--- src/rtl/mips_fetch_pkg.sv ---
// Shared types and constants for the MIPS instruction-fetch stage.
// Holds the fetch state encoding, pipeline filler words and the PC step.
package mips_fetch_pkg;

  typedef enum logic [1:0] {
    BOOT = 2'd0,
    RUN  = 2'd1,
    HALT = 2'd2
  } fetch_state_e;

  localparam logic [31:0] NOP_WORD          = 32'h0000_0000;
  localparam logic [31:0] DEFAULT_HALT_WORD = 32'h0000_000D;
  localparam logic [31:0] PC_STEP           = 32'd4;

  function automatic logic [31:0] align_word(input logic [31:0] addr);
    return {addr[31:2], 2'b00};
  endfunction

endpackage

--- src/rtl/if_id_reg.sv ---
// IF/ID pipeline register: valid/instr/pc/pc4 with bubble, load and hold.
// Bubble wins over load; with neither asserted the contents are held.
module if_id_reg
  import mips_fetch_pkg::*;
(
  input  logic        clk,
  input  logic        rst_n,
  input  logic        load,
  input  logic        bubble,
  input  logic [31:0] next_instr,
  input  logic [31:0] next_pc,
  output logic        valid,
  output logic [31:0] instr,
  output logic [31:0] pc,
  output logic [31:0] pc4
);

  logic        valid_r;
  logic [31:0] instr_r;
  logic [31:0] pc_r;
  logic [31:0] pc4_r;

  // Register update: bubble clears, load captures, otherwise hold
  always_ff @(posedge clk or negedge rst_n) begin
    if (!rst_n) begin
      valid_r <= 1'b0;
      instr_r <= NOP_WORD;
      pc_r    <= 32'h0000_0000;
      pc4_r   <= 32'h0000_0000;
    end else if (bubble) begin
      valid_r <= 1'b0;
      instr_r <= NOP_WORD;
      pc_r    <= 32'h0000_0000;
      pc4_r   <= 32'h0000_0000;
    end else if (load) begin
      valid_r <= 1'b1;
      instr_r <= next_instr;
      pc_r    <= next_pc;
      pc4_r   <= next_pc + PC_STEP;
    end else begin
      valid_r <= valid_r;
      instr_r <= instr_r;
      pc_r    <= pc_r;
      pc4_r   <= pc4_r;
    end
  end

  assign valid = valid_r;
  assign instr = instr_r;
  assign pc    = pc_r;
  assign pc4   = pc4_r;

endmodule

--- src/rtl/fetch_unit.sv ---
// MIPS instruction-fetch stage: PC, next-PC selection, BOOT/RUN/HALT control,
// out-of-range fault detection and retired-fetch counter feeding IF/ID.
module fetch_unit
  import mips_fetch_pkg::*;
#(
  parameter logic [31:0] RESET_PC   = 32'h0000_0000,
  parameter int          IMEM_WORDS = 8192,
  parameter logic [31:0] HALT_WORD  = DEFAULT_HALT_WORD
) (
  input  logic        clk,
  input  logic        rst_n,
  input  logic        stall,
  input  logic        redirect_valid,
  input  logic [31:0] redirect_pc,
  output logic [31:0] imem_addr,
  input  logic [31:0] imem_instr,
  output logic        ifid_valid,
  output logic [31:0] ifid_instr,
  output logic [31:0] ifid_pc,
  output logic [31:0] ifid_pc4,
  output logic        halted,
  output logic        fetch_fault,
  output logic [31:0] fetch_count
);

  localparam logic [31:0] WORD_LIMIT = 32'(IMEM_WORDS);

  fetch_state_e state_r;
  logic [31:0]  pc_r;
  logic         halted_r;
  logic         fault_r;
  logic [31:0]  count_r;
  logic         out_of_range_s;
  logic         load_s;
  logic         bubble_s;
  logic         unused_s;

  assign out_of_range_s = ({2'b00, pc_r[31:2]} >= WORD_LIMIT);
  assign unused_s       = ^redirect_pc[1:0];

  // IF/ID control derived from state and this cycle's inputs
  always_comb begin
    load_s   = 1'b0;
    bubble_s = 1'b0;
    case (state_r)
      BOOT: begin
        bubble_s = 1'b1;
      end
      RUN: begin
        bubble_s = redirect_valid | (~stall & out_of_range_s);
        load_s   = ~redirect_valid & ~stall & ~out_of_range_s;
      end
      HALT: begin
        bubble_s = redirect_valid | ~stall;
      end
      default: begin
        bubble_s = 1'b1;
      end
    endcase
  end

  // Fetch FSM with PC, halt/fault flags and retired-fetch counter
  always_ff @(posedge clk or negedge rst_n) begin
    if (!rst_n) begin
      state_r  <= BOOT;
      pc_r     <= align_word(RESET_PC);
      halted_r <= 1'b0;
      fault_r  <= 1'b0;
      count_r  <= 32'd0;
    end else begin
      case (state_r)
        BOOT: begin
          if (redirect_valid) pc_r <= align_word(redirect_pc);
          state_r <= RUN;
        end
        RUN: begin
          if (redirect_valid) begin
            pc_r <= align_word(redirect_pc);
          end else if (stall) begin
            pc_r <= pc_r;
          end else if (out_of_range_s) begin
            state_r  <= HALT;
            halted_r <= 1'b1;
            fault_r  <= 1'b1;
          end else begin
            count_r <= count_r + 32'd1;
            // A captured break word parks the PC on itself
            if (imem_instr == HALT_WORD) begin
              state_r  <= HALT;
              halted_r <= 1'b1;
            end else begin
              pc_r <= pc_r + PC_STEP;
            end
          end
        end
        HALT: begin
          if (redirect_valid) begin
            pc_r     <= align_word(redirect_pc);
            state_r  <= RUN;
            halted_r <= 1'b0;
            fault_r  <= 1'b0;
          end else begin
            pc_r <= pc_r;
          end
        end
        default: begin
          state_r  <= BOOT;
          halted_r <= 1'b0;
          fault_r  <= 1'b0;
        end
      endcase
    end
  end

  if_id_reg u_if_id_reg (
    .clk        (clk),
    .rst_n      (rst_n),
    .load       (load_s),
    .bubble     (bubble_s),
    .next_instr (imem_instr),
    .next_pc    (pc_r),
    .valid      (ifid_valid),
    .instr      (ifid_instr),
    .pc         (ifid_pc),
    .pc4        (ifid_pc4)
  );

  assign imem_addr   = pc_r;
  assign halted      = halted_r;
  assign fetch_fault = fault_r;
  assign fetch_count = count_r;

endmodule
--- config.mk ---
export PLATFORM = sky130hd
export DESIGN_NAME = fetch_unit
export DESIGN_NICKNAME = d
export VERILOG_FILES = /design/src/rtl/mips_fetch_pkg.sv /design/src/rtl/if_id_reg.sv /design/src/rtl/fetch_unit.sv
export SDC_FILE = /design/constraint.sdc
export NUM_CORES = 1
export LEC_CHECK = 0
export BUFFER_PORTS_ARGS = -buffer_cell sky130_fd_sc_hd__buf_2
export CAP_MARGIN = 15
export CORE_MARGIN = 3
export CORE_UTILIZATION = 46
export CTS_CLUSTER_DIAMETER = 50
export DETAILED_ROUTE_END_ITERATION = 7
export GPL_TIMING_DRIVEN = 0
export PLACE_DENSITY_LB_ADDON = 0.25
export SLEW_MARGIN = 20
export SYNTH_ARGS = -nofsm -noshare
export SYNTH_HDL_FRONTEND = slang
export SYNTH_SLANG_ARGS = --single-unit
--- constraint.sdc ---
create_clock -name clk -period 2.35 [get_ports clk]
set_input_delay 0.5875 -clock clk [delete_from_list [all_inputs] [get_ports clk]]
set_output_delay 0.5875 -clock clk [all_outputs]
set_load 0.02 [all_outputs]
# Word-level counts from Yosys, hierarchy flattened
# Cells that the tools add are included.
[classes]
bitwise_logic = 9
n_reduce_logical = 9
n_addsub = 2
n_eq_ne = 12
muxes = 32
magnitude_cmp = 1
[op_table]
columns = ["op", "n"]
rows = [
  ["32-bit 2-to-1 mux", 11],
  ["32-bit one-hot mux with 2 select lines", 1],
  ["32-bit by 1-bit adder with 32-bit output, second input constant", 1],
  ["32-bit by 3-bit adder with 32-bit output, second input constant", 1],
  ["32-bit by 4-bit == test with 1-bit output, second input constant", 1],
  ["30-bit by 14-bit >= comparator with 1-bit output, second input constant", 1],
  ["5-bit AND reduction", 3],
  ["3-bit != test, second input constant", 4],
  ["1-bit 2-to-1 mux", 11],
  ["2-bit 2-to-1 mux", 5],
  ["2-bit != test, second input constant", 4],
  ["4-bit AND reduction", 2],
  ["1-bit one-hot mux with 3 select lines", 2],
  ["2-bit one-hot mux with 3 select lines", 1],
  ["1-bit NOT", 4],
  ["2-bit nonzero test", 2],
  ["1-bit AND", 3],
  ["2-bit by 1-bit == test with 1-bit output, second input constant", 1],
  ["2-bit == test, second input constant", 1],
  ["2-bit logical NOT", 1],
  ["2-bit by 1-bit != test with 1-bit output, second input constant", 1],
  ["1-bit OR", 2],
  ["1-bit one-hot mux with 2 select lines", 1],
  ["2-bit OR reduction", 1],
]
[word_totals]
out_inout_bits = 163
regBits = 165
in_bits = 68
elab_cells = 74

# Longest topological paths before layout
# Gate-level depths: netlist (run 1).
[depth]
ltp_word = 6
mapped_depth = 10
mapped_depth_nobuf = 8

# By module
# Synthesis (run 1) repeated with hierarchy kept, for this count alone.
[unflattened]
cells_unflattened = 828
area_unflattened_um2 = 8134.1
[modules_own_cells]
columns = ["module", "cells_per_inst", "n_inst", "area_each_um2"]
rows = [
  ["if_id_reg", 404, 1, 4344.2],
  ["fetch_unit", 424, 1, 3789.9],
]

# Worst setup path after synthesis (run 1)
# Ideal clock, no wire load.
[synth_path]
path_kind = "register to register"
start = "register pc_r[21] (netlist: imem_addr[21])"
end = "register pc_r[20] (netlist: imem_addr[20])"
n_path_buf = 2
stages_incl_launch_ff = 9
arrival_time_ns = 2.444
setup_ns = 0.126
t_required_ns = 2.224
setup_slack_ns = -0.220
path_cell_list = "dfrtp_1 or4_4 nor4_4 nand2_4 o31a_1 or2_1 buf_6 buf_6 o32a_1"
[synth_via]
elab_chain_cells = 3
[synth_lines]
columns = ["element", "line_no", "text"]
rows = [
  ["start: declaration", "fetch_unit.sv:29", "logic [31:0] pc_r;"],
  ["start signal: assignment", "fetch_unit.sv:66", "pc_r <= align_word(RESET_PC);"],
  ["start signal: assignment", "fetch_unit.sv:73", "if (redirect_valid) pc_r <= align_word(redirect_pc);"],
  ["start signal: assignment", "fetch_unit.sv:78", "pc_r <= align_word(redirect_pc);"],
  ["30-bit by 14-bit >= comparator with 1-bit output", "fetch_unit.sv:38", "assign out_of_range_s = ({2'b00, pc_r[31:2]} >= WORD_LIMIT);"],
  ["3-bit != test (no source line)", "n/a", ""],
  ["5-bit AND reduction (no source line)", "n/a", ""],
]
# Every way passes these cells.
# A chain may end at the register's enable or synchronous reset.

# Final worst setup path (run 1)
[layout_path]
start = "register pc_r[31] (netlist: imem_addr[31])"
end = "register pc_r[16] (netlist: imem_addr[16])"
# The elaborated chain is that of the path after synthesis.

==> impl_metrics.csv, run 1 <==
group,metric,value,unit
clock_network,cts_buffers,17,
die,fp.dieH,131,um
clock_network,cts_tree,"done",
timing,slew_headroom,50.1,%
timing,maxSlewViolCount,0,
worst_setup_path,crit_chain,"or4_4, nor4_4, buf_4, nand2_8, o32a_4, buf_6, nor3_1, o32a_1",
worst_setup_path,critPathLaunchType,"register",
die,die_w,131,um
die,pin_count,231,
worst_setup_path,cp_max_fo,10,
synth,netlist_instances,651,
final_layout,drive_gt1_share,42.7,%
drt,antenna_left,0,
worst_setup_path,cp-startpoint,"imem_addr[31]$_DFFE_PN0P_",
die,core_area,14900,sq um
synth,postSynthAreaPerCell,11.0,sq um
drt,post_drt_via_cell_ratio,5.73,
synth,synth_ff_type,"dfrtp_1",
timing,clock.fmax,395,MHz
synth,ys_warn_count,0,
drt,first_iter_violations,504,
final_layout,finalCoreUtilization,68.0,%
place,dp_hpwl,14800,um
timing,tightest_slew,0.748,ns
drt,drc,0,
run,cap_violations,0,
drt,wire_per_inst,19.7,um
clock_network,clkSinkCount,160,
status,violations,"setup timing",
drt,drt_wl_total,22200,um
worst_setup_path,rr_worst_depth,8,
place,portBuffers,225,
global_route,grt_overflow,0,
power,irDropWorstVdd,0.680,mV
place,pre_cts_slack,-0.592,ns
power,power,0.00970,W
final_layout,diodes,0,
clock_network,clock_latency,0.42,ns
synth,syn_area,7150,sq um
global_route,first_global_vias,6213,
die,start_util,48.1,%
clock_network,h-tree-depth,4,
clock_network,clk_path_buf_depth,2,
worst_setup_path,cp-end-kind,"register",
drt,vias,6457,
timing,min_period,2.53,ns
global_route,antenna_found_initial,0,
worst_setup_path,max_stage_delay,0.55,ns
power,p_leak,5.13,nW
synth,synth-edff-count,0,
timing,rsz0062_at_grt,"true",
synth,ys_seq_area_share,56.0,%
place,place_congestion,0.886,
timing,finClkSkew,0.00637,ns
synth,async_reset_ff_share,100,%
global_route,grt_max_degree,100,
power,powerDensity,960,nW/um^2
die,num_rows,44,
timing,setup-violations-final,105,
final_layout,nFillCells,1134,
worst_setup_path,path_depth,8,
clock_network,clk_pin_slew,0.06,ns
worst_setup_path,critPathTopFamily,"simple AND/OR/NAND/NOR gates",
status,outcome,"complete, but fails checks",
timing,finalWorstSetupSlack,-0.184,ns
synth,ys_ff_latch,160,
synth,ys_types,52,
drt,dr.pass1.iters,7,
worst_setup_path,path_buf_inv,2,
timing,hold_ws,0.111,ns
final_layout,fin_cells,1127,
worst_setup_path,worstPathArrival,2.88,ns
final_layout,final_nets,1005,
global_route,grt_first_pass_wirelength,32700,um
final_layout,synthToLayoutAreaGrowth,41.3,%
worst_setup_path,slowest_stage,"or4_4",
timing,fin_crit_sh,108,%
place,placed_cells,1062,
global_route,grt_util_all_layers,24.6,%
worst_setup_path,required,2.70,ns
worst_setup_path,path_class,"register to register",
die,die_area,17100,sq um
clock_network,cts-root-buf,"clkbuf_16",
timing,hold_viol_final,0,
hold_path,min_path_type,"input pin to async pin",
worst_setup_path,r2r_start,"imem_addr[31]$_DFFE_PN0P_",
[repair_timing]
| action | in CTS | in global routing |
|---|---|---|
| setup buffers | 15 | 13 |
| gates resized for setup | 51 | 108 |
| pin swaps | 13 | 44 |
| endpoints found under the setup margin | 145 | 143 |
| cloned | 2 | 7 |
| hold buffers | 0 | 0 |
| hold endpoints to repair | 0 | 0 |
[path summary, 6_finish.rpt]
kind / end / slack [ns]
max: imem_addr[16]$_DFFE_PN0P_ / -0.18
min: fetch_count[30]$_DFFE_PN0P_ / 0.11
min in group clk: u_if_id_reg.instr[27]$_DFFE_PN0P_ / 0.40
max in group asynchronous: u_if_id_reg.pc4[14]$_DFFE_PN0P_ / 1.41
max reg2reg: imem_addr[16]$_DFFE_PN0P_ / -0.18
min reg2reg: fetch_count[31]$_DFFE_PN0P_ / 0.46
[per-stage QoR]
step                setup TNS [ns]  instance area [sq um]
floorplan                    -4.07                   7200
finish                       -8.30                  10100
detailed placement          -56.32                   8600
CTS                          -2.12                   9500
global route                -16.49                  10100
global placement           -330.06                   8560
[where the power goes]
group          total, W  switching, W  internal, W  leakage (nW)
logic           0.00334       0.00206      0.00128          2.69
clock network   0.00281       0.00108      0.00173         0.287
registers       0.00355      0.000498      0.00305          2.16
[cell usage after synthesis (all sizes together), types with 3 or more instances]
cell,count,share of area (%)
o21ai,12,0.84
nand3,30,2.1
nor3,23,1.6
a22oi,5,0.53
a22o,59,7.2
o31ai,4,0.42
ha,7,1.2
nor4,17,1.7
xor2,8,0.98
and4,4,0.49
or4,3,0.37
and3,17,1.5
dfrtp,160,56
and2,37,3.2
nand2,41,2.3
nand2b,3,0.26
xnor2,35,4.3
buf,20,1.8
or2,3,0.26
o32a,12,1.7
nor2,43,2.3
inv,8,0.42
o22ai,10,0.88
nand4,15,1.3
a21oi,11,0.77
a31oi,8,0.70
o22a,3,0.37
clkbuf,28,1.5
o31a,4,0.49
[area by class of cell]
cell class / instances / area [sq um] / share of cell area [%]
Buffer: 44 / 373 / 3.69
Clock buffer: 23 / 468 / 4.63
Clock inverter: 9 / 133 / 1.31
Inverter: 8 / 30.0 / 0.297
Multi-Input combinational cell: 436 / 3300 / 32.6
Sequential cell: 160 / 4010 / 39.7
Tap cell: 184 / 230 / 2.28
Timing Repair Buffer: 263 / 1560 / 15.5
[cell families (layout without fill, tap and decap cells)]
logic type,after synthesis,after routing,synth area share [%]
flip-flops,160,160,56.0
multiplexers,2,2,0.298
other,1,2,0.0525
AO/OA/AOI/OAI,137,137,15.1
adder cells (fa/ha/maj),7,7,1.23
buffers and inverters,56,347,3.73
AND/OR/NAND/NOR,245,245,18.3
XOR/XNOR,43,43,5.27
[layer usage]
| metal | track usage [%] | part of all wire [%] |
|---|---|---|
| met1 | 33.1 | 42 |
| met2 | 40.1 | 48 |
| met3 | 6.26 | 8.4 |
| met4 | 6.65 | 1.2 |
| met5 | 0 | 0 |
[cell usage in the layout, fill, tap and decap left out, types with 11 or more instances in the layout]
master	netlist	routed
buf_4	5	32
nor4_1	16	11
nor3_1	23	18
nand2_1	40	37
a22o_1	59	59
nand3_2	0	11
nor2_1	43	38
nand4_1	15	15
xnor2_1	35	32
nand3_1	30	16
clkbuf_16	0	20
clkbuf_1	28	16
buf_2	12	224
and2_4	0	16
o32a_1	12	11
and3_1	17	16
and2_1	37	21
dfrtp_1	160	155
a21oi_1	11	11
buf_6	3	18
[sequential cells by signal (all words and copies together) (netlist names)]
name               cells
fetch_count           32
u_if_id_reg.instr     32
u_if_id_reg.pc4       31
imem_addr             30
u_if_id_reg.pc        30
state_r                2
fetch_fault            1
halted                 1
u_if_id_reg.valid      1
Power figures use the tool's default switching activity.
==> inputs of run 2 (changes only) <==
- BUFFER_PORTS_ARGS: -buffer_cell sky130_fd_sc_hd__buf_2 -> not set
- CORE_UTILIZATION: 46 -> 35
- DONT_BUFFER_PORTS: not set -> 1
- SKIP_CTS_REPAIR_TIMING: not set -> 1
==> impl_metrics.csv, run 2 (synthesized netlist as in run 1, its figures left out) <==
group,metric,value,unit
status,outcome,"complete, but fails checks",
status,violations,"hold timing, setup timing",
global_route,grt_use_met3,7.81,%
global_route,grt-busiest-layer,"met2",
timing,finClkSkew,0.00968,ns
power,powerDensity,1070,nW/um^2
worst_setup_path,worstPathArrival,2.90,ns
drt,drc,0,
die,fp.dieH,149,um
worst_setup_path,critPathMostFrequentCell,"buf_6",
global_route,antenna_found_initial,0,
timing,fin_crit_sh,111,%
timing,finalWorstSetupSlack,-0.254,ns
worst_setup_path,path_class,"register to register",
timing,setup-violations-final,135,
final_layout,drive_gt1_share,24.2,%
clock_network,clock_latency,0.42,ns
drt,vias,5686,
drt,antenna_left,0,
die,start_util,36.1,%
global_route,grt.met1_usage,23.9,%
final_layout,seq_area,4020,sq um
clock_network,clk_path_buf_depth,2,
hold_path,min_path_type,"input pin to async pin",
die,num_rows,51,
power,p_leak,4.07,nW
drt,post_drt_via_cell_ratio,5.74,
timing,fin_setup_tns,-19.22,ns
final_layout,synthToLayoutAreaGrowth,28.9,%
timing,hold_viol_final,160,
worst_setup_path,critPathLaunchType,"register",
die,die_w,149,um
global_route,grt_overflow,0,
power,irDropWorstVdd,0.524,mV
worst_setup_path,path_buf_inv,3,
worst_setup_path,crit_chain,"or4_4, nor4_4, buf_6, nand2_8, o31a_4, or2_4, buf_6, clkbuf_16, o32a_1",
clock_network,clkSinkCount,160,
timing,tightest_slew,0.861,ns
drt,first_iter_violations,359,
clock_network,h-tree-depth,4,
drt,wire_per_inst,23.0,um
power,power,0.00984,W
die,pin_count,231,
timing,slew_headroom,42.6,%
global_route,grt_max_degree,161,
final_layout,layout_common_cells,"dfrtp_1, a22o_1, nand2_1, nor2_1, xnor2_1",
clock_network,cts_buffers,17,
worst_setup_path,cp-startpoint,"imem_addr[21]$_DFFE_PN0P_",
final_layout,final_nets,788,
final_layout,diodes,0,
run,cap_violations,0,
worst_setup_path,max_stage_delay,0.56,ns
worst_setup_path,slowest_stage,"or4_4",
final_layout,nFillCells,1785,
drt,drt_wl_total,22800,um
drt,dr.pass1.iters,4,
clock_network,cts-root-buf,"clkbuf_16",
global_route,grt_util_all_layers,19.1,%
die,die_area,22200,sq um
worst_setup_path,required,2.65,ns
clock_network,cts_tree,"done",
place,place_congestion,0.913,
timing,min_period,2.60,ns
timing,hold_ws,-0.140,ns
worst_setup_path,critPathTopFamily,"simple AND/OR/NAND/NOR gates",
timing,rsz0062_at_grt,"true",
global_route,met2_usage,30.0,%
worst_setup_path,cp_max_fo,8,
timing,maxSlewViolCount,0,
global_route,grt_first_pass_wirelength,33400,um
worst_setup_path,cp-end-kind,"register",
worst_setup_path,r2r_start,"imem_addr[21]$_DFFE_PN0P_",
place,portBuffers,0,
global_route,first_global_vias,5642,
timing,clock.fmax,384,MHz
place,dp_hpwl,15400,um
final_layout,multi_input_area,3200,sq um
final_layout,final_common_cell,"dfrtp_1",
clock_network,clk_pin_slew,0.07,ns
die,core_area,19800,sq um
==> run 2: cell type report <==
class                           instances  area share, %
Sequential cell                       160           43.6
Timing Repair Buffer                   44           6.41
Buffer                                 46           4.89
Inverter                                8          0.326
Clock buffer                           18           4.77
Multi-Input combinational cell        436           34.7
Clock inverter                         14           1.68
Tap cell                              265           3.60
==> run 2: where the power goes <==
group          total, W  switching, W  internal (W)
registers       0.00395      0.000901       0.00305
logic           0.00309       0.00165       0.00144
clock network   0.00279       0.00118       0.00161
==> run 2: path summary, 6_finish.rpt <==
path                            slack (ns)                           endpoint  depth (start not counted)
max in group asynchronous             2.27      u_if_id_reg.pc[3]$_DFFE_PN0P_                          0
worst max-delay path                 -0.25          imem_addr[12]$_DFFE_PN0P_                          9
worst min-delay path                 -0.14        fetch_count[28]$_DFFE_PN0P_                          0
min in group clk                      0.31  u_if_id_reg.instr[25]$_DFFE_PN0P_                          1
worst min register to register        0.54             state_r[0]$_DFFE_PN0P_                          2
worst max register to register       -0.25          imem_addr[12]$_DFFE_PN0P_                          9
==> run 2: metrics by stage <==
stage	area (sq um)	util, %	worst slack (ns)	cells	hold WS [ns]
CTS	8130	41.1	-0.919	949	-0.158
finish	9210	46.6	-0.254	991	-0.140
global route	9210	46.6	-0.302	991	-0.163
global placement	7540	38.1	-0.864	917	0.295
detailed placement	7540	38.1	-0.902	917	0.296
floorplan	7200	-	-0.176	652	0.292
==> run 2: layer usage <==
layer / wire length, um / part of all wire, % / up-vias
met5: 0 / 0 / -
met4: 511 / 2.2 / 0
met3: 2300 / 10 / 31
met2: 10700 / 47 / 251
met1: 9280 / 41 / 2898
li1: - / - / 2506
